===== src/rtl/spi_pkg.sv =====
// rtl/spi_pkg.sv - shared constants and FSM state type for the SPI responder
package spi_pkg;

  localparam int SPI_DATA_WIDTH = 8;

  localparam bit CPOL_IDLE_LOW  = 1'b0;
  localparam bit CPOL_IDLE_HIGH = 1'b1;
  localparam bit CPHA_LEADING   = 1'b0;
  localparam bit CPHA_TRAILING  = 1'b1;

  typedef enum logic [1:0] {
    ST_IDLE,
    ST_LOAD,
    ST_ACTIVE
  } spi_state_e;

endpackage


===== src/rtl/spi_if.sv =====
// rtl/spi_if.sv - SPI pins plus tx/rx word handshake seen by the responder
interface spi_if import spi_pkg::*; #(
  parameter int DATA_WIDTH = SPI_DATA_WIDTH
);

  logic                  i_sclk;
  logic                  i_cs_n;
  logic                  i_mosi;
  logic                  o_miso;
  logic                  o_miso_oe;
  logic [DATA_WIDTH-1:0] i_tx_data;
  logic                  i_tx_valid;
  logic                  o_tx_ready;
  logic [DATA_WIDTH-1:0] o_rx_data;
  logic                  o_rx_valid;
  logic                  o_tx_underrun;
  logic                  o_busy;

  modport slave (
    input  i_sclk, i_cs_n, i_mosi, i_tx_data, i_tx_valid,
    output o_miso, o_miso_oe, o_tx_ready, o_rx_data, o_rx_valid,
           o_tx_underrun, o_busy
  );

  modport master (
    output i_sclk, i_cs_n, i_mosi, i_tx_data, i_tx_valid,
    input  o_miso, o_miso_oe, o_tx_ready, o_rx_data, o_rx_valid,
           o_tx_underrun, o_busy
  );

endinterface


===== src/rtl/spi_sync_edge.sv =====
// rtl/spi_sync_edge.sv - 2-flop synchronizer with registered previous value for edge pulses
module spi_sync_edge #(
  parameter logic RESET_VAL = 1'b0
) (
  input  logic i_clk,
  input  logic i_rst,
  input  logic i_async,
  output logic o_sync,
  output logic o_rise,
  output logic o_fall
);

  logic meta_q;
  logic sync_q;
  logic prev_q;

  always_ff @(posedge i_clk) begin
    if (i_rst) begin
      meta_q <= RESET_VAL;
      sync_q <= RESET_VAL;
      prev_q <= RESET_VAL;
    end else begin
      meta_q <= i_async;
      sync_q <= meta_q;
      prev_q <= sync_q;
    end
  end

  assign o_sync = sync_q;
  assign o_rise = sync_q & ~prev_q;
  assign o_fall = ~sync_q & prev_q;

endmodule


===== src/rtl/spi_slave.sv =====
// rtl/spi_slave.sv - oversampled full-duplex SPI responder with a one-word tx buffer
module spi_slave import spi_pkg::*; #(
  parameter int DATA_WIDTH = SPI_DATA_WIDTH,
  parameter bit CPOL       = CPOL_IDLE_LOW,
  parameter bit CPHA       = CPHA_LEADING,
  parameter bit MSB_FIRST  = 1'b1
) (
  input logic  i_chip_clk,
  input logic  i_rst,
  spi_if.slave bus
);

  localparam int CNT_W = $clog2(DATA_WIDTH + 1);

  logic sclk_sync, sclk_rise, sclk_fall;
  logic cs_sync, cs_rise, cs_fall;
  logic mosi_meta_q, mosi_q;

  spi_sync_edge #(.RESET_VAL(CPOL)) u_sclk_sync (
    .i_clk  (i_chip_clk),
    .i_rst  (i_rst),
    .i_async(bus.i_sclk),
    .o_sync (sclk_sync),
    .o_rise (sclk_rise),
    .o_fall (sclk_fall)
  );

  spi_sync_edge #(.RESET_VAL(1'b1)) u_cs_sync (
    .i_clk  (i_chip_clk),
    .i_rst  (i_rst),
    .i_async(bus.i_cs_n),
    .o_sync (cs_sync),
    .o_rise (cs_rise),
    .o_fall (cs_fall)
  );

  always_ff @(posedge i_chip_clk) begin
    if (i_rst) begin
      mosi_meta_q <= 1'b0;
      mosi_q      <= 1'b0;
    end else begin
      mosi_meta_q <= bus.i_mosi;
      mosi_q      <= mosi_meta_q;
    end
  end

  // Deselect is handled on the level, so the level of SCLK and the CS rise pulse go unused.
  logic unused_sync;
  assign unused_sync = sclk_sync ^ cs_rise;

  logic lead_edge, trail_edge, sample_edge, shift_edge;
  assign lead_edge   = CPOL ? sclk_fall : sclk_rise;
  assign trail_edge  = CPOL ? sclk_rise : sclk_fall;
  assign sample_edge = CPHA ? trail_edge : lead_edge;
  assign shift_edge  = CPHA ? lead_edge : trail_edge;

  spi_state_e            state_q;
  logic [CNT_W-1:0]      bit_cnt_q;
  logic [DATA_WIDTH-1:0] tx_shift_q, rx_shift_q, tx_buf_q, rx_data_q;
  logic                  tx_full_q, rx_valid_q, underrun_q;
  logic                  miso_q, miso_oe_q, busy_q;

  logic [DATA_WIDTH-1:0] load_word_d, rx_shift_d;
  logic [CNT_W-1:0]      bit_cnt_d;
  logic                  tx_capture_d, word_done_d, load_now_d;

  function automatic logic first_bit(input logic [DATA_WIDTH-1:0] w);
    return MSB_FIRST ? w[DATA_WIDTH-1] : w[0];
  endfunction

  function automatic logic [DATA_WIDTH-1:0] shift_out(input logic [DATA_WIDTH-1:0] w);
    return MSB_FIRST ? {w[DATA_WIDTH-2:0], 1'b0} : {1'b0, w[DATA_WIDTH-1:1]};
  endfunction

  assign tx_capture_d = bus.i_tx_valid & ~tx_full_q;
  assign load_word_d  = tx_full_q ? tx_buf_q : '0;
  assign rx_shift_d   = MSB_FIRST ? {rx_shift_q[DATA_WIDTH-2:0], mosi_q}
                                  : {mosi_q, rx_shift_q[DATA_WIDTH-1:1]};
  assign bit_cnt_d    = bit_cnt_q + CNT_W'(1);
  assign word_done_d  = (bit_cnt_d == CNT_W'(DATA_WIDTH));
  assign load_now_d   = (state_q == ST_LOAD) ||
                        ((state_q == ST_ACTIVE) && !cs_sync && sample_edge && word_done_d);

  always_ff @(posedge i_chip_clk) begin
    if (i_rst) begin
      state_q    <= ST_IDLE;
      bit_cnt_q  <= '0;
      tx_shift_q <= '0;
      rx_shift_q <= '0;
      tx_buf_q   <= '0;
      rx_data_q  <= '0;
      tx_full_q  <= 1'b0;
      rx_valid_q <= 1'b0;
      underrun_q <= 1'b0;
      miso_q     <= 1'b0;
      miso_oe_q  <= 1'b0;
      busy_q     <= 1'b0;
    end else begin
      rx_valid_q <= 1'b0;
      underrun_q <= 1'b0;

      case (state_q)
        ST_IDLE: begin
          if (cs_fall) state_q <= ST_LOAD;
        end
        ST_LOAD: begin
          bit_cnt_q  <= '0;
          rx_shift_q <= '0;
          miso_oe_q  <= 1'b1;
          busy_q     <= 1'b1;
          state_q    <= ST_ACTIVE;
        end
        ST_ACTIVE: begin
          if (cs_sync) begin
            state_q   <= ST_IDLE;
            bit_cnt_q <= '0;
            miso_q    <= 1'b0;
            miso_oe_q <= 1'b0;
            busy_q    <= 1'b0;
          end else if (sample_edge) begin
            rx_shift_q <= rx_shift_d;
            if (word_done_d) begin
              rx_data_q  <= rx_shift_d;
              rx_valid_q <= 1'b1;
              bit_cnt_q  <= '0;
            end else begin
              bit_cnt_q <= bit_cnt_d;
            end
          // With CPHA=0 the word-boundary reload already presented bit 0, so skip that shift edge.
          end else if (shift_edge && (CPHA || (bit_cnt_q != '0))) begin
            miso_q     <= first_bit(tx_shift_q);
            tx_shift_q <= shift_out(tx_shift_q);
          end
        end
        default: state_q <= ST_IDLE;
      endcase

      if (load_now_d) begin
        if (tx_full_q) tx_full_q  <= 1'b0;
        else           underrun_q <= 1'b1;
        if (CPHA) begin
          tx_shift_q <= load_word_d;
        end else begin
          tx_shift_q <= shift_out(load_word_d);
          miso_q     <= first_bit(load_word_d);
        end
      end

      // Capture only happens while empty, so it never fights the full-clear above.
      if (tx_capture_d) begin
        tx_buf_q  <= bus.i_tx_data;
        tx_full_q <= 1'b1;
      end
    end
  end

  assign bus.o_miso        = miso_q;
  assign bus.o_miso_oe     = miso_oe_q;
  assign bus.o_tx_ready    = ~tx_full_q;
  assign bus.o_rx_data     = rx_data_q;
  assign bus.o_rx_valid    = rx_valid_q;
  assign bus.o_tx_underrun = underrun_q;
  assign bus.o_busy        = busy_q;

endmodule


===== src/flat_wrapper.sv =====
// flat-port wrapper written by rule: the top's interface ports become plain ports
module spi_slave_flat import spi_pkg::*;
#(
  parameter int DATA_WIDTH = SPI_DATA_WIDTH,
  parameter bit CPOL       = CPOL_IDLE_LOW,
  parameter bit CPHA       = CPHA_LEADING,
  parameter bit MSB_FIRST  = 1'b1
)
  (i_chip_clk, i_rst, bus_i_sclk, bus_i_cs_n, bus_i_mosi, bus_i_tx_data, bus_i_tx_valid, bus_o_miso, bus_o_miso_oe, bus_o_tx_ready, bus_o_rx_data, bus_o_rx_valid, bus_o_tx_underrun, bus_o_busy);
  spi_if #(.DATA_WIDTH(DATA_WIDTH)) bus_i ();
  input logic i_chip_clk;
  input logic i_rst;
  input wire logic [$bits(bus_i.i_sclk)-1:0] bus_i_sclk;
  input wire logic [$bits(bus_i.i_cs_n)-1:0] bus_i_cs_n;
  input wire logic [$bits(bus_i.i_mosi)-1:0] bus_i_mosi;
  input wire logic [$bits(bus_i.i_tx_data)-1:0] bus_i_tx_data;
  input wire logic [$bits(bus_i.i_tx_valid)-1:0] bus_i_tx_valid;
  output wire logic [$bits(bus_i.o_miso)-1:0] bus_o_miso;
  output wire logic [$bits(bus_i.o_miso_oe)-1:0] bus_o_miso_oe;
  output wire logic [$bits(bus_i.o_tx_ready)-1:0] bus_o_tx_ready;
  output wire logic [$bits(bus_i.o_rx_data)-1:0] bus_o_rx_data;
  output wire logic [$bits(bus_i.o_rx_valid)-1:0] bus_o_rx_valid;
  output wire logic [$bits(bus_i.o_tx_underrun)-1:0] bus_o_tx_underrun;
  output wire logic [$bits(bus_i.o_busy)-1:0] bus_o_busy;
  assign bus_i.i_sclk = bus_i_sclk;
  assign bus_i.i_cs_n = bus_i_cs_n;
  assign bus_i.i_mosi = bus_i_mosi;
  assign bus_i.i_tx_data = bus_i_tx_data;
  assign bus_i.i_tx_valid = bus_i_tx_valid;
  assign bus_o_miso = bus_i.o_miso;
  assign bus_o_miso_oe = bus_i.o_miso_oe;
  assign bus_o_tx_ready = bus_i.o_tx_ready;
  assign bus_o_rx_data = bus_i.o_rx_data;
  assign bus_o_rx_valid = bus_i.o_rx_valid;
  assign bus_o_tx_underrun = bus_i.o_tx_underrun;
  assign bus_o_busy = bus_i.o_busy;
  spi_slave #(.DATA_WIDTH(DATA_WIDTH), .CPOL(CPOL), .CPHA(CPHA), .MSB_FIRST(MSB_FIRST)) u_core (.i_chip_clk(i_chip_clk), .i_rst(i_rst), .bus(bus_i));
endmodule

===== config.mk =====
export PLATFORM = sky130hd
export DESIGN_NAME = spi_slave_flat
export DESIGN_NICKNAME = d
export VERILOG_FILES = /design/src/rtl/spi_pkg.sv /design/src/rtl/spi_if.sv /design/src/rtl/spi_sync_edge.sv /design/src/rtl/spi_slave.sv /design/src/flat_wrapper.sv
export SDC_FILE = /design/constraint.sdc
export NUM_CORES = 1
export LEC_CHECK = 0
export ABC_AREA = 1
export CORE_UTILIZATION = 45
export CTS_CLUSTER_DIAMETER = 50
export CTS_CLUSTER_SIZE = 30
export DETAILED_ROUTE_END_ITERATION = 7
export PLACE_DENSITY = 0.66
export SLEW_MARGIN = 20
export SYNTH_ARGS = -nofsm -noshare
export SYNTH_HDL_FRONTEND = slang
export SYNTH_SLANG_ARGS = --single-unit

===== constraint.sdc =====
create_clock -name i_chip_clk -period 4.1 [get_ports i_chip_clk]
set_input_delay 0.82 -clock i_chip_clk [delete_from_list [all_inputs] [get_ports i_chip_clk]]
set_output_delay 0.82 -clock i_chip_clk [all_outputs]
set_load 0.005 [all_outputs]

# Yosys cells after proc, flatten, opt, wreduce, memory -nomap -nowiden
# Index checks and enable logic that the tools add are counted.
# classes
add_sub_neg	1
n_eq_ne	11
mux	27
bitwise	11
reduce_logical	22
# op_table
cell	count
$mux 8	6
$mux 7	2
$pmux 7 s2	1
$mux 4	3
$mux 1	10
$pmux 4 s2	1
$reduce_and 4->1	2
$reduce_bool 2->1	4
$not 1->1	7
$ne 2x1->1 const B	3
$ne 2x2->1 const B	3
$pmux 2 s3	1
$reduce_and 2->1	3
$reduce_and 3->1	2
$add 4x1->4 const B	1
$and 1x1->1	4
$eq 4x4->1 const B	1
$logic_and 1x1->1	4
$mux 2	2
$reduce_bool 4->1	1
$reduce_or 4->1	1
$ne 3x2->1 const B	1
$ne 3x3->1 const B	1
$reduce_bool 3->1	1
7 further kinds	7
# word_totals
regBits	49
inputBits	14
output_inout_bits	14
elab_cells	91

# Logic depth before layout (Yosys ltp)
# Gate-level depths: netlist of the first run.
# depth
ltp_word	8
ltp_mapped	10
mapped_depth_nobuf	10

# Modules after synthesis
# From an unflattened synthesis of the first run, not the netlist that was laid out.
# unflattened
hier_cells	281
hier_area_um2	2102.0
# modules_own_cells
mod	n_inst	cells_per_inst	area_each_um2	seq_area_each_um2
spi_slave	1	256	1910.6	860.8
spi_sync_edge (u_core.u_cs_sync)	1	13	97.6	60.1
spi_sync_edge (u_core.u_sclk_sync)	1	12	93.8	60.1

# Worst setup path after synthesis of the first run
# Ideal clock, no wire load.
# synth_path
path_type	in2reg
from	input port i_rst
to	register u_core.rx_data_q[0] (netlist: u_core.bus.o_rx_data[0])
setup_ns	0.070
arrival_time_ns	1.525
t_required_ns	4.030
setup_slack_ns	2.505
cell_stages	5
path_buffers	2
cell_sequence	clkbuf_1 > inv_1 > clkbuf_1 > o21ai_0 > a21oi_1
# synth_rtl
item	line	source
start: declaration	flat_wrapper.sv:12	input logic i_rst;
end signal: assignment	spi_slave.sv:123	rx_data_q <= rx_shift_d;
end: declaration	spi_slave.sv:59	logic [DATA_WIDTH-1:0] tx_shift_q, rx_shift_q, tx_buf_q, rx_data_q;

# Worst setup path after layout of the first run
# layout_path
from	register u_core.tx_full_q
to	output port bus_o_tx_ready
# layout_between
elab_chain_len	1
# layout_rtl
item	line	source
start: declaration	spi_slave.sv:60	logic tx_full_q, rx_valid_q, underrun_q;
start signal: assignment	spi_slave.sv:92	tx_full_q <= 1'b0;
start signal: assignment	spi_slave.sv:139	if (tx_full_q) tx_full_q <= 1'b0;
start signal: assignment	spi_slave.sv:152	tx_full_q <= 1'b1;
$not 1->1	spi_slave.sv:159	assign bus.o_tx_ready = ~tx_full_q;
end: declaration	flat_wrapper.sv:20	output wire logic [$bits(bus_i.o_tx_ready)-1:0] bus_o_tx_ready;
# Every way passes these cells.

==> results of run 1 <==
[metrics by stage]
step	instances	area, sq um	total power [mW]	hold WS (ns)	utilization (%)
after floorplan	257	2021	0.7474	0.3883	-
after global placement	328	2307	0.8262	0.3949	53.36
after detailed placement	328	2307	0.8283	0.3963	53.36
after CTS	336	2412	1.144	0.4092	55.79
after global routing	336	2412	1.214	0.4256	55.79
final	336	2412	1.137	0.4059	55.79
[layout make-up]
class | count | area share (%)
clock inverter | 1 | 0.3631
inverter | 30 | 4.668
clock buffer | 7 | 3.994
multi-input combinational | 169 | 36.10
timing repair buffer | 28 | 11.51
tap | 52 | 2.697
sequential | 49 | 40.66
[logic make-up (layout without fill, tap and decap cells)]
family / count (synthesis) / after routing / share of synthesized area [%]
and+or+nand+nor: 104 / 104 / 23.65
buffers and inverters: 39 / 66 / 8.359
AOI/OAI and AO/OA: 59 / 59 / 15.73
DFF: 49 / 49 / 48.54
adders and majority gates: 6 / 6 / 3.715
[registers in the layout, indices dropped and copies added (netlist names), 2 cells and up]
name / cells
u_core.bus.o_rx_data: 8
u_core.tx_buf_q: 8
u_core.rx_shift_q: 7
u_core.tx_shift_q: 7
u_core.bit_cnt_q: 4
u_core.state_q: 2
[critical path, delay by kind of cell (launching register included)]
kind | cells | cell delay [ns]
buffers and inverters | 2 | 0.56
DFF | 1 | 0.54
[synthesized netlist by cell type]
| library cell | count |
|---|---|
| dfxtp_1 | 49 |
| nand2_1 | 45 |
| nor2_1 | 34 |
| inv_1 | 28 |
| o21ai_0 | 26 |
| a21oi_1 | 24 |
| nand3_1 | 11 |
| a22oi_1 | 6 |
| ha_1 | 6 |
| clkbuf_1 | 5 |
| nand3b_1 | 3 |
| nor2_4 | 3 |
| inv_2 | 2 |
| or2_2 | 2 |
| a211oi_1 | 1 |
| a31oi_1 | 1 |
| buf_1 | 1 |
| buf_4 | 1 |
| buf_6 | 1 |
| buf_8 | 1 |
| nand2_2 | 1 |
| nand2_4 | 1 |
| nand3_2 | 1 |
| nand4_1 | 1 |
| nor3_1 | 1 |
| nor3b_4 | 1 |
| o21ai_2 | 1 |
[layer usage]
| layer | GRT usage [%] | wire [microns] |
|---|---|---|
| met3 | 4.386 | 124 |
| met5 | 0 | 0 |
| met1 | 22.37 | 1852 |
| met2 | 27.62 | 1649 |
| met4 | 8.163 | 65 |
[how the worst max path moves through the flow]
stage | from | end | slack (ns) | depth (start not counted)
2_1_floorplan | i_rst | u_core.bus.o_rx_data[0] | 2.51 | 5
3_3_place_gp | i_rst | u_core.bus.o_rx_data[7] | 1.77 | 5
3_5_place_dp | i_rst | u_core.bus.o_rx_data[0] | 1.73 | 5
4_1_cts | u_core.tx_full_q | bus_o_tx_ready | 1.86 | 2
5_1_grt | u_core.state_q[0] | u_core.tx_shift_q[5] | 1.74 | 9
6_report | u_core.tx_full_q | bus_o_tx_ready | 1.88 | 2
[power by group through the flow]
stage          clock network, mW  registers [mW]  logic [mW]
2_1_floorplan                  0           0.542       0.205
3_3_place_gp                   0           0.549       0.277
6_report                   0.317           0.538       0.282
5_1_grt                    0.342           0.543       0.328
3_5_place_dp                   0           0.549       0.279
4_1_cts                    0.325           0.538       0.281
==> qor.txt, run 1 <==
DIE WIDTH -> 69.01 microns
Internal power -> 783.7 uW
Clk buf depth -> 2
Seq pwr share -> 47.3%
Final worst path period share -> 54.18%
Largest net degree at the start of global routing -> 29
Hold Crit Start -> u_core.u_sclk_sync.meta_q
Syn_area_per_cell -> 7.863 sq um
Layout cells sized above 1 -> 7.394%
Residual DRC count -> 0
Hold path depth -> 2
Post-CTS Setup Repair Bufs -> 0
# fillers -> 452
Synth Warn # -> 0
Layout area overhead -> 19.38%
Critical Path Fanout Max -> 11
Overall Global Routing Usage -> 17.49%
Clock sinks -> 49
Syn Inst Count -> 257
Hold Path Sink -> u_core.u_sclk_sync.o_sync
Worst min path class -> reg -> reg
Storage cell area -> 980.9 sq um
Detailed-route via count -> 1633
Final wirelength -> 3.691 mm
Max-slew violation count -> 0
Combinational share of power -> 24.8%
Clock Pin Slew Worst Setup and Hold Paths -> 0.09 ns
DR iter-0 viols -> 61
Critical Path, Cell by Cell -> inv_1 > clkdlybuf4s50_1
Routability cong. -> 0.7474
Root Buffer -> clkbuf_8
Peak VDD IR -> 257.0 uV
Worst r2r path cells -> 9
WL per Instance -> 10.99 microns
HPWL Detailed -> 2.515 mm
Syn_nets -> 277
Total I/O pin count -> 28
Initial antenna violation count -> 0
Worst Slack Setup Final -> 1.879 ns
Chip Height -> 69.01 microns
ANT cells -> 0
Worst R2R End -> u_core.tx_shift_q[5]
Final setup TNS -> 0 ns
Hold Violations, Final -> 0
Clock Power Share -> 27.8%
CP max stage cell -> dfxtp_1
Crit path kind -> reg -> out
Die Footprint -> 0.004762 sq mm
Post-CTS sizing -> 0
Antenna Nets Post-Route -> 0
Setup WS pre-CTS -> 1.730 ns
Number of max-cap violations -> 0
Distinct cells, synth -> 27
DR vias/cell -> 4.860
Synth top area share -> 48.54%
CP arrival -> 1.40 ns
Critical path's largest stage delay -> 0.54 ns
CTS tree -> done
Register area share after synthesis -> 48.54%
Skew-Pair Late Insertion Delay -> 0.30 ns
CP Data Required Time -> 3.28 ns
Netlist Area Pre-Place -> 0.002021 sq mm
Highest-count cells in the layout ignoring fill and taps -> 49 x dfxtp_1, 45 x nand2_1, 34 x nor2_1, 28 x inv_1, 27 x clkdlybuf4s50_1
Pwr dens -> 471.2 mW/mm^2
Leakage -> 0.9725 nW
I/O Buffers -> 27
Ranking of synthesized cells by area -> dfxtp_1 49%, nand2_1 8.4%, o21ai_0 6.4%, nor2_1 6.3%, a21oi_1 5.9%
Critical path startpoint category -> flop
Congestion Overflow GR -> 0
Post-route minimum period -> 2.221 ns
Commonest non-fill, non-tap cell in the layout -> dfxtp_1
RSZ-0062 raised after global routing -> false
Nets -> 303
# rows -> 24
Multi-input gate area -> 870.8 sq um
CTS buffer count -> 5
Worst rel slew slack -> 58.61%
CP Capture Type -> output pin
Outcome -> complete, no violations
Reg-to-Reg Start -> u_core.state_q[0]
CORE AREA -> 0.004324 sq mm
Synth area leader -> dfxtp_1
Number of global-route vias before repair -> 1519
Htree depth -> 2
First-pass GRT wire length -> 6.755 mm
FF-to-FF setup slack -> 1.99 ns
Switching pwr -> 353.0 uW
Max frequency -> 0.4502 GHz
Hold Buf Count CTS -> 0
Clock skew -> 0.007886 ns
Detailed Routing Iterations Pass 1 -> 4
Starting Density -> 46.73%
Final Setup Violations -> 0
Register bit total from synthesis -> 49
Worst-Margin Slew -> 0.6201 ns
Switching share of power -> 31.05%
Power figures use the tool's default switching activity.
==> run 2, diff against run 1 <==
- PLACE_DENSITY: 0.66 -> 0.68
- clock period: 4.1 -> 2 ns (I/O delays scaled with it)
==> run 2 against run 1 <==
Sequential share of layout area up 0.063 points. Cell count up 0.60%. Highest routed layer unchanged. Register-to-register slack worse by 1.6 ns. Die area unchanged. Setup slack worse by 1.6 ns. Clock-buffer cell count down 2.
==> qor.txt, run 2 (same netlist as run 1, synthesis figures left out) <==
Total I/O pin count -> 28 (unchanged)
# rows -> 24 (unchanged)
Number of global-route vias before repair -> 1487 (was 1519)
Max frequency -> 0.5649 GHz
Crit path kind -> reg -> out (unchanged)
Hold Crit Start -> u_core.mosi_meta_q (was u_core.u_sclk_sync.meta_q)
CP max stage cell -> dfxtp_1 (unchanged)
Internal power -> 1.530 mW (was 783.7 uW)
CP Data Required Time -> 1.60 ns (was 3.28 ns)
I/O Buffers -> 27 (unchanged)
Overall Global Routing Usage -> 15.89% (was 17.49%)
Worst hold slack -> 0.4099 ns (was 0.4059 ns)
CP Capture Type -> output pin (unchanged)
Post-CTS Setup Repair Bufs -> 0 (unchanged)
Clock Power Share -> 24.8% (was 27.8%)
CTS tree -> done (unchanged)
First-pass GRT wire length -> 6.279 mm (was 6.755 mm)
Antenna Nets Post-Route -> 0 (unchanged)
Largest net degree at the start of global routing -> 28 (was 29)
ANT cells -> 0 (unchanged)
Critical path startpoint -> u_core.tx_full_q (unchanged)
Worst-Margin Slew -> 0.3980 ns (was 0.6201 ns)
Delay-heaviest family, CP -> buffers and inverters (unchanged)
Final Setup Violations -> 0 (unchanged)
Worst R2R End -> u_core.tx_shift_q[3] (was u_core.tx_shift_q[5])
Htree depth -> 2 (unchanged)
Clk buf depth -> 2 (unchanged)
HPWL Detailed -> 2.553 mm (was 2.515 mm)
Worst setup endpoint -> bus_o_tx_ready (unchanged)
Post-CTS sizing -> 0 (unchanged)
Worst r2r path cells -> 9 (unchanged)
Highest-count cells in the layout ignoring fill and taps -> 49 x dfxtp_1, 45 x nand2_1, 34 x nor2_1, 28 x inv_1, 27 x clkdlybuf4s50_1 (unchanged)
Switching pwr -> 698.4 uW (was 353.0 uW)
Critical Path, Cell by Cell -> inv_1 > clkdlybuf4s50_1 (unchanged)
Worst rel slew slack -> 73.44% (was 58.61%)
Max-slew violation count -> 0 (unchanged)
Chip Height -> 69.01 microns (unchanged)
Critical path's largest stage delay -> 0.53 ns (was 0.54 ns)
Skew-Pair Late Insertion Delay -> 0.29 ns (was 0.30 ns)
Layout area overhead -> 19.20% (was 19.38%)
Initial antenna violation count -> 0 (unchanged)
CP arrival -> 1.37 ns (was 1.40 ns)
Root Buffer -> clkbuf_8 (unchanged)
Clock sinks -> 49 (unchanged)
Critical Path Fanout Max -> 11 (unchanged)
Final setup TNS -> 0 ns (unchanged)
Detailed Routing Iterations Pass 1 -> 4 (unchanged)
Nets -> 305 (was 303)
Congestion Overflow GR -> 0 (unchanged)
Final worst path period share -> 88.51%
Reg-to-Reg Start -> u_core.state_q[0] (unchanged)
Post-route minimum period -> 1.770 ns
# fillers -> 426 (was 452)
Peak VDD IR -> 655.2 uV (was 257.0 uV)
Starting Density -> 46.73% (unchanged)
Clock Pin Slew Worst Setup and Hold Paths -> 0.08 ns (was 0.09 ns)
Routability cong. -> 0.7674 (was 0.7474)
WL per Instance -> 10.33 microns (was 10.99 microns)
Combinational share of power -> 25.6% (was 24.8%)
Pwr dens -> 925.4 mW/mm^2 (was 471.2 mW/mm^2)
DIE WIDTH -> 69.01 microns (unchanged)
WP buf/inv -> 2 (unchanged)
CTS buffer count -> 5 (unchanged)
DR vias/cell -> 4.743 (was 4.860)
Hold Buf Count CTS -> 0 (unchanged)
Detailed-route via count -> 1603 (was 1633)
FF-to-FF setup slack -> 0.36 ns (was 1.99 ns)
Worst path depth -> 2 (unchanged)
Clock skew -> 0.004741 ns (was 0.007886 ns)
Leakage -> 0.9705 nW (was 0.9725 nW)
Die Footprint -> 0.004762 sq mm (unchanged)
Commonest non-fill, non-tap cell in the layout -> dfxtp_1 (unchanged)
RSZ-0062 raised after global routing -> false (unchanged)
Critical path startpoint category -> flop (unchanged)
Number of max-cap violations -> 0 (unchanged)
Worst min path class -> reg -> reg (unchanged)
Hold Violations, Final -> 0 (unchanged)
DR iter-0 viols -> 84 (was 61)
Switching share of power -> 31.33% (was 31.05%)
Outcome -> complete, no violations (unchanged)
Residual DRC count -> 0 (unchanged)
Layout cells sized above 1 -> 8.042% (was 7.394%)
CORE AREA -> 0.004324 sq mm (unchanged)
Seq pwr share -> 49.6% (was 47.3%)
Final wirelength -> 3.493 mm (was 3.691 mm)
## run 2: changes by cell type in the layout (fill, tap and decap cells not counted), sizes merged
| cell | delta |
|---|---|
| buf | +2 |
| clkbuf | -2 |
| clkinv | +2 |
| clkinvlp | +1 |
| inv | -1 |
## run 2: worst min-delay path: stages (launching register included)
cell	delay (ns)
dfxtp_1	0.31
inv_1	0.04
nor2_1	0.03
## run 2: stage by stage
step	power, mW	worst slack, ns	util [%]	area (sq um)	instances
final	2.229	0.2299	55.70	2409	338
after global routing	2.385	0.1162	55.70	2409	338
after CTS	2.247	0.2230	55.70	2409	338
after detailed placement	1.697	0.3710	53.70	2322	330
after global placement	1.694	0.4313	53.70	2322	330
after floorplan	1.532	0.5303	-	2021	257
## run 2: cell type report
cell class	count	area, sq um	area share (%)
clock buffers	5	68.82	2.857
inverters	30	112.6	4.675
well taps	52	65.06	2.701
clock inverters	3	17.52	0.7273
repair buffers	30	292.8	12.16
multi-input cells	169	870.8	36.16
flip-flops and latches	49	980.9	40.73
## run 2: worst min path at each step
stage	cells after the start	endpoint
after floorplan	2	u_core.mosi_q
after global placement	2	u_core.mosi_q
after detailed placement	1	u_core.u_cs_sync.o_sync
after CTS	2	u_core.mosi_q
after global routing	1	u_core.u_cs_sync.o_sync
final	2	u_core.mosi_q
## run 2: power groups by stage
stage / clock network, mW / registers, mW / logic [mW]
6_report: 0.553 / 1.11 / 0.570
3_5_place_dp: 0 / 1.13 / 0.568
4_1_cts: 0.569 / 1.11 / 0.572
2_1_floorplan: 0 / 1.11 / 0.421
3_3_place_gp: 0 / 1.13 / 0.566
5_1_grt: 0.619 / 1.12 / 0.650
## run 2: metal layers
layer | track usage [%] | part of all wire (%) | vias up
li1 | - | - | 882
met1 | 21.69 | 52 | 696
met2 | 25.46 | 44 | 23
met3 | 3.509 | 2.7 | 2
met4 | 4.082 | 0.72 | 0
met5 | 0 | 0 | -
==> run 3, diff against run 2 <==
- GPL_TIMING_DRIVEN: unset -> 0
==> run 3 against run 2 <==
Highest routed layer unchanged. Clock power rose by 28%. Sequential cell count unchanged. Register-to-register slack worse by 0.13 ns. Power grew 8.0%. Worst hold slack got worse by 0.0028 ns. Combinational power grew 5.6%. Non-clock buffer count rose by 5. Core utilization rose by 1.1 points. Largest power group unchanged. Global-route usage increased by 1.5 points.
==> qor.txt, run 3 (same netlist as run 1, synthesis figures left out) <==
Routability cong. -> 0.7785 (was 0.7674)
Hold Violations, Final -> 0 (unchanged)
Post-route minimum period -> 1.767 ns (was 1.770 ns)
Antenna Nets Post-Route -> 0 (unchanged)
Outcome -> complete, no violations (unchanged)
Critical Path, Cell by Cell -> inv_1 > ha_1 > nand2_4 > nor2_4 > nand3_2 > nand2_2 > inv_2 > a21oi_1 > nor2_1 (was inv_1 > clkdlybuf4s50_1)
Final wirelength -> 3.791 mm (was 3.493 mm)
CTS buffer count -> 5 (unchanged)
Total I/O pin count -> 28 (unchanged)
Number of max-cap violations -> 0 (unchanged)
Initial antenna violation count -> 0 (unchanged)
Max frequency -> 0.5660 GHz (was 0.5649 GHz)
Worst min path class -> reg -> reg (unchanged)
Root Buffer -> clkbuf_8 (unchanged)
Starting Density -> 46.73% (unchanged)
Final Non-Filler Cells -> 343 (was 338)
Cells after DPL -> 335 (was 330)
HPWL Detailed -> 2.641 mm (was 2.553 mm)
WL per Instance -> 11.05 microns (was 10.33 microns)
Max-slew violation count -> 0 (unchanged)
# fillers -> 430 (was 426)
Critical path's largest stage delay -> 0.33 ns (was 0.53 ns)
Detailed Routing Iterations Pass 1 -> 4 (unchanged)
Layout area overhead -> 21.61% (was 19.20%)
RSZ-0062 raised after global routing -> false (unchanged)
Residual DRC count -> 0 (unchanged)
DR iter-0 viols -> 88 (was 84)
Largest net degree at the start of global routing -> 16 (was 28)
Clk buf depth -> 2 (unchanged)
Critical Path Fanout Max -> 10 (was 11)
Layout cells sized above 1 -> 7.560% (was 8.042%)
Crit path kind -> reg -> reg (was reg -> out)
Clock skew -> 0.007772 ns (was 0.004741 ns)
I/O Buffers -> 26 (was 27)
Worst rel slew slack -> 65.38% (was 73.44%)
Skew-Pair Late Insertion Delay -> 0.30 ns (was 0.29 ns)
Delay-heaviest family, CP -> simple AND/OR/NAND/NOR gates (was buffers and inverters)
CORE AREA -> 0.004324 sq mm (unchanged)
ANT cells -> 0 (unchanged)
First-pass GRT wire length -> 6.679 mm (was 6.279 mm)
Critical path startpoint category -> flop (unchanged)
# rows -> 24 (unchanged)
Detailed-route via count -> 1663 (was 1603)
Clock Pin Slew Worst Setup and Hold Paths -> 0.09 ns (was 0.08 ns)
Overall Global Routing Usage -> 17.35% (was 15.89%)
CP max stage cell -> dfxtp_1 (unchanged)
Pwr dens -> 979.7 mW/mm^2 (was 925.4 mW/mm^2)
Final worst path period share -> 88.34% (was 88.51%)
Fin util -> 56.83% (was 55.70%)
Leakage -> 0.9903 nW (was 0.9705 nW)
Worst-Margin Slew -> 0.5194 ns (was 0.3980 ns)
Number of global-route vias before repair -> 1461 (was 1487)
Htree depth -> 2 (unchanged)
CP Data Required Time -> 2.20 ns (was 1.60 ns)
Clock sinks -> 49 (unchanged)
Final setup TNS -> 0 ns (unchanged)
WP buf/inv -> 2 (unchanged)
CP arrival -> 1.97 ns (was 1.37 ns)
Final Power -> 2.407 mW (was 2.229 mW)
Die Footprint -> 0.004762 sq mm (unchanged)
Nets -> 310 (was 305)
Post-CTS sizing -> 0 (unchanged)
Final Setup Violations -> 0 (unchanged)
Commonest non-fill, non-tap cell in the layout -> dfxtp_1 (unchanged)
Chip Height -> 69.01 microns (unchanged)
DIE WIDTH -> 69.01 microns (unchanged)
CTS tree -> done (unchanged)
Congestion Overflow GR -> 0 (unchanged)
CP Capture Type -> flop (was output pin)
Highest-count cells in the layout ignoring fill and taps -> 49 x dfxtp_1, 45 x nand2_1, 34 x nor2_1, 28 x inv_1 (was 49 x dfxtp_1, 45 x nand2_1, 34 x nor2_1, 28 x inv_1, 27 x clkdlybuf4s50_1)
Hold Buf Count CTS -> 0 (unchanged)
DR vias/cell -> 4.848 (was 4.743)
Post-CTS Setup Repair Bufs -> 0 (unchanged)
Peak VDD IR -> 536.8 uV (was 655.2 uV)
run 3: cell count changes in the layout (fill, tap and decap cells not counted), sizes merged:
cell | before | now
buf | 3 | 4
bufinv | 0 | 1
clkbuf | 5 | 11
clkdlybuf4s50 | 27 | 26
clkinv | 2 | 1
clkinvlp | 1 | 0
run 3: layout make-up:
type / instances / area, sq um / area share (%)
Multi-Input combinational cell: 169 / 870.8 / 35.44
Timing Repair Buffer: 26 / 260.3 / 10.59
Clock inverter: 2 / 38.79 / 1.578
Inverter: 30 / 112.6 / 4.582
Sequential cell: 49 / 980.9 / 39.92
Buffer: 9 / 56.30 / 2.291
Clock buffer: 6 / 72.57 / 2.953
Tap cell: 52 / 65.06 / 2.648
run 3: worst min-delay path, stage by stage (launching register included):
cell and delay, ns:
dfxtp_1 0.31, inv_1 0.04, nor2_1 0.03
run 3: worst paths after layout:
check                                          startpoint                         to  slack (ns)  cells after the start
worst max-delay path                    u_core.state_q[0]       u_core.tx_shift_q[5]        0.23                      9
worst min-delay path            u_core.u_sclk_sync.meta_q  u_core.u_sclk_sync.o_sync        0.41                      2
worst max register to register          u_core.state_q[0]       u_core.tx_shift_q[5]        0.23                      9
worst min register to register  u_core.u_sclk_sync.meta_q  u_core.u_sclk_sync.o_sync        0.41                      2
run 3: stage by stage:
step	area, sq um	worst slack [ns]	hold slack [ns]
final	2457	0.2333	0.4072
after global routing	2457	0.02829	0.4349
after CTS	2457	0.2308	0.4095
after detailed placement	2346	0.2697	0.3966
after global placement	2346	0.2694	0.3911
after floorplan	2021	0.5303	0.3883
run 3: layer usage:
layer	up-vias	share of wire, %	track usage, %
li1	890	-	-
met1	734	50	23.54
met2	35	44	26.43
met3	4	5.0	3.509
met4	0	1.3	8.163
met5	-	0	0
run 3: power breakdown:
part           internal [mW]  switching, mW  total [mW]
registers               1.06         0.0426        1.10
logic                  0.239          0.363       0.602
clock network          0.376          0.330       0.706
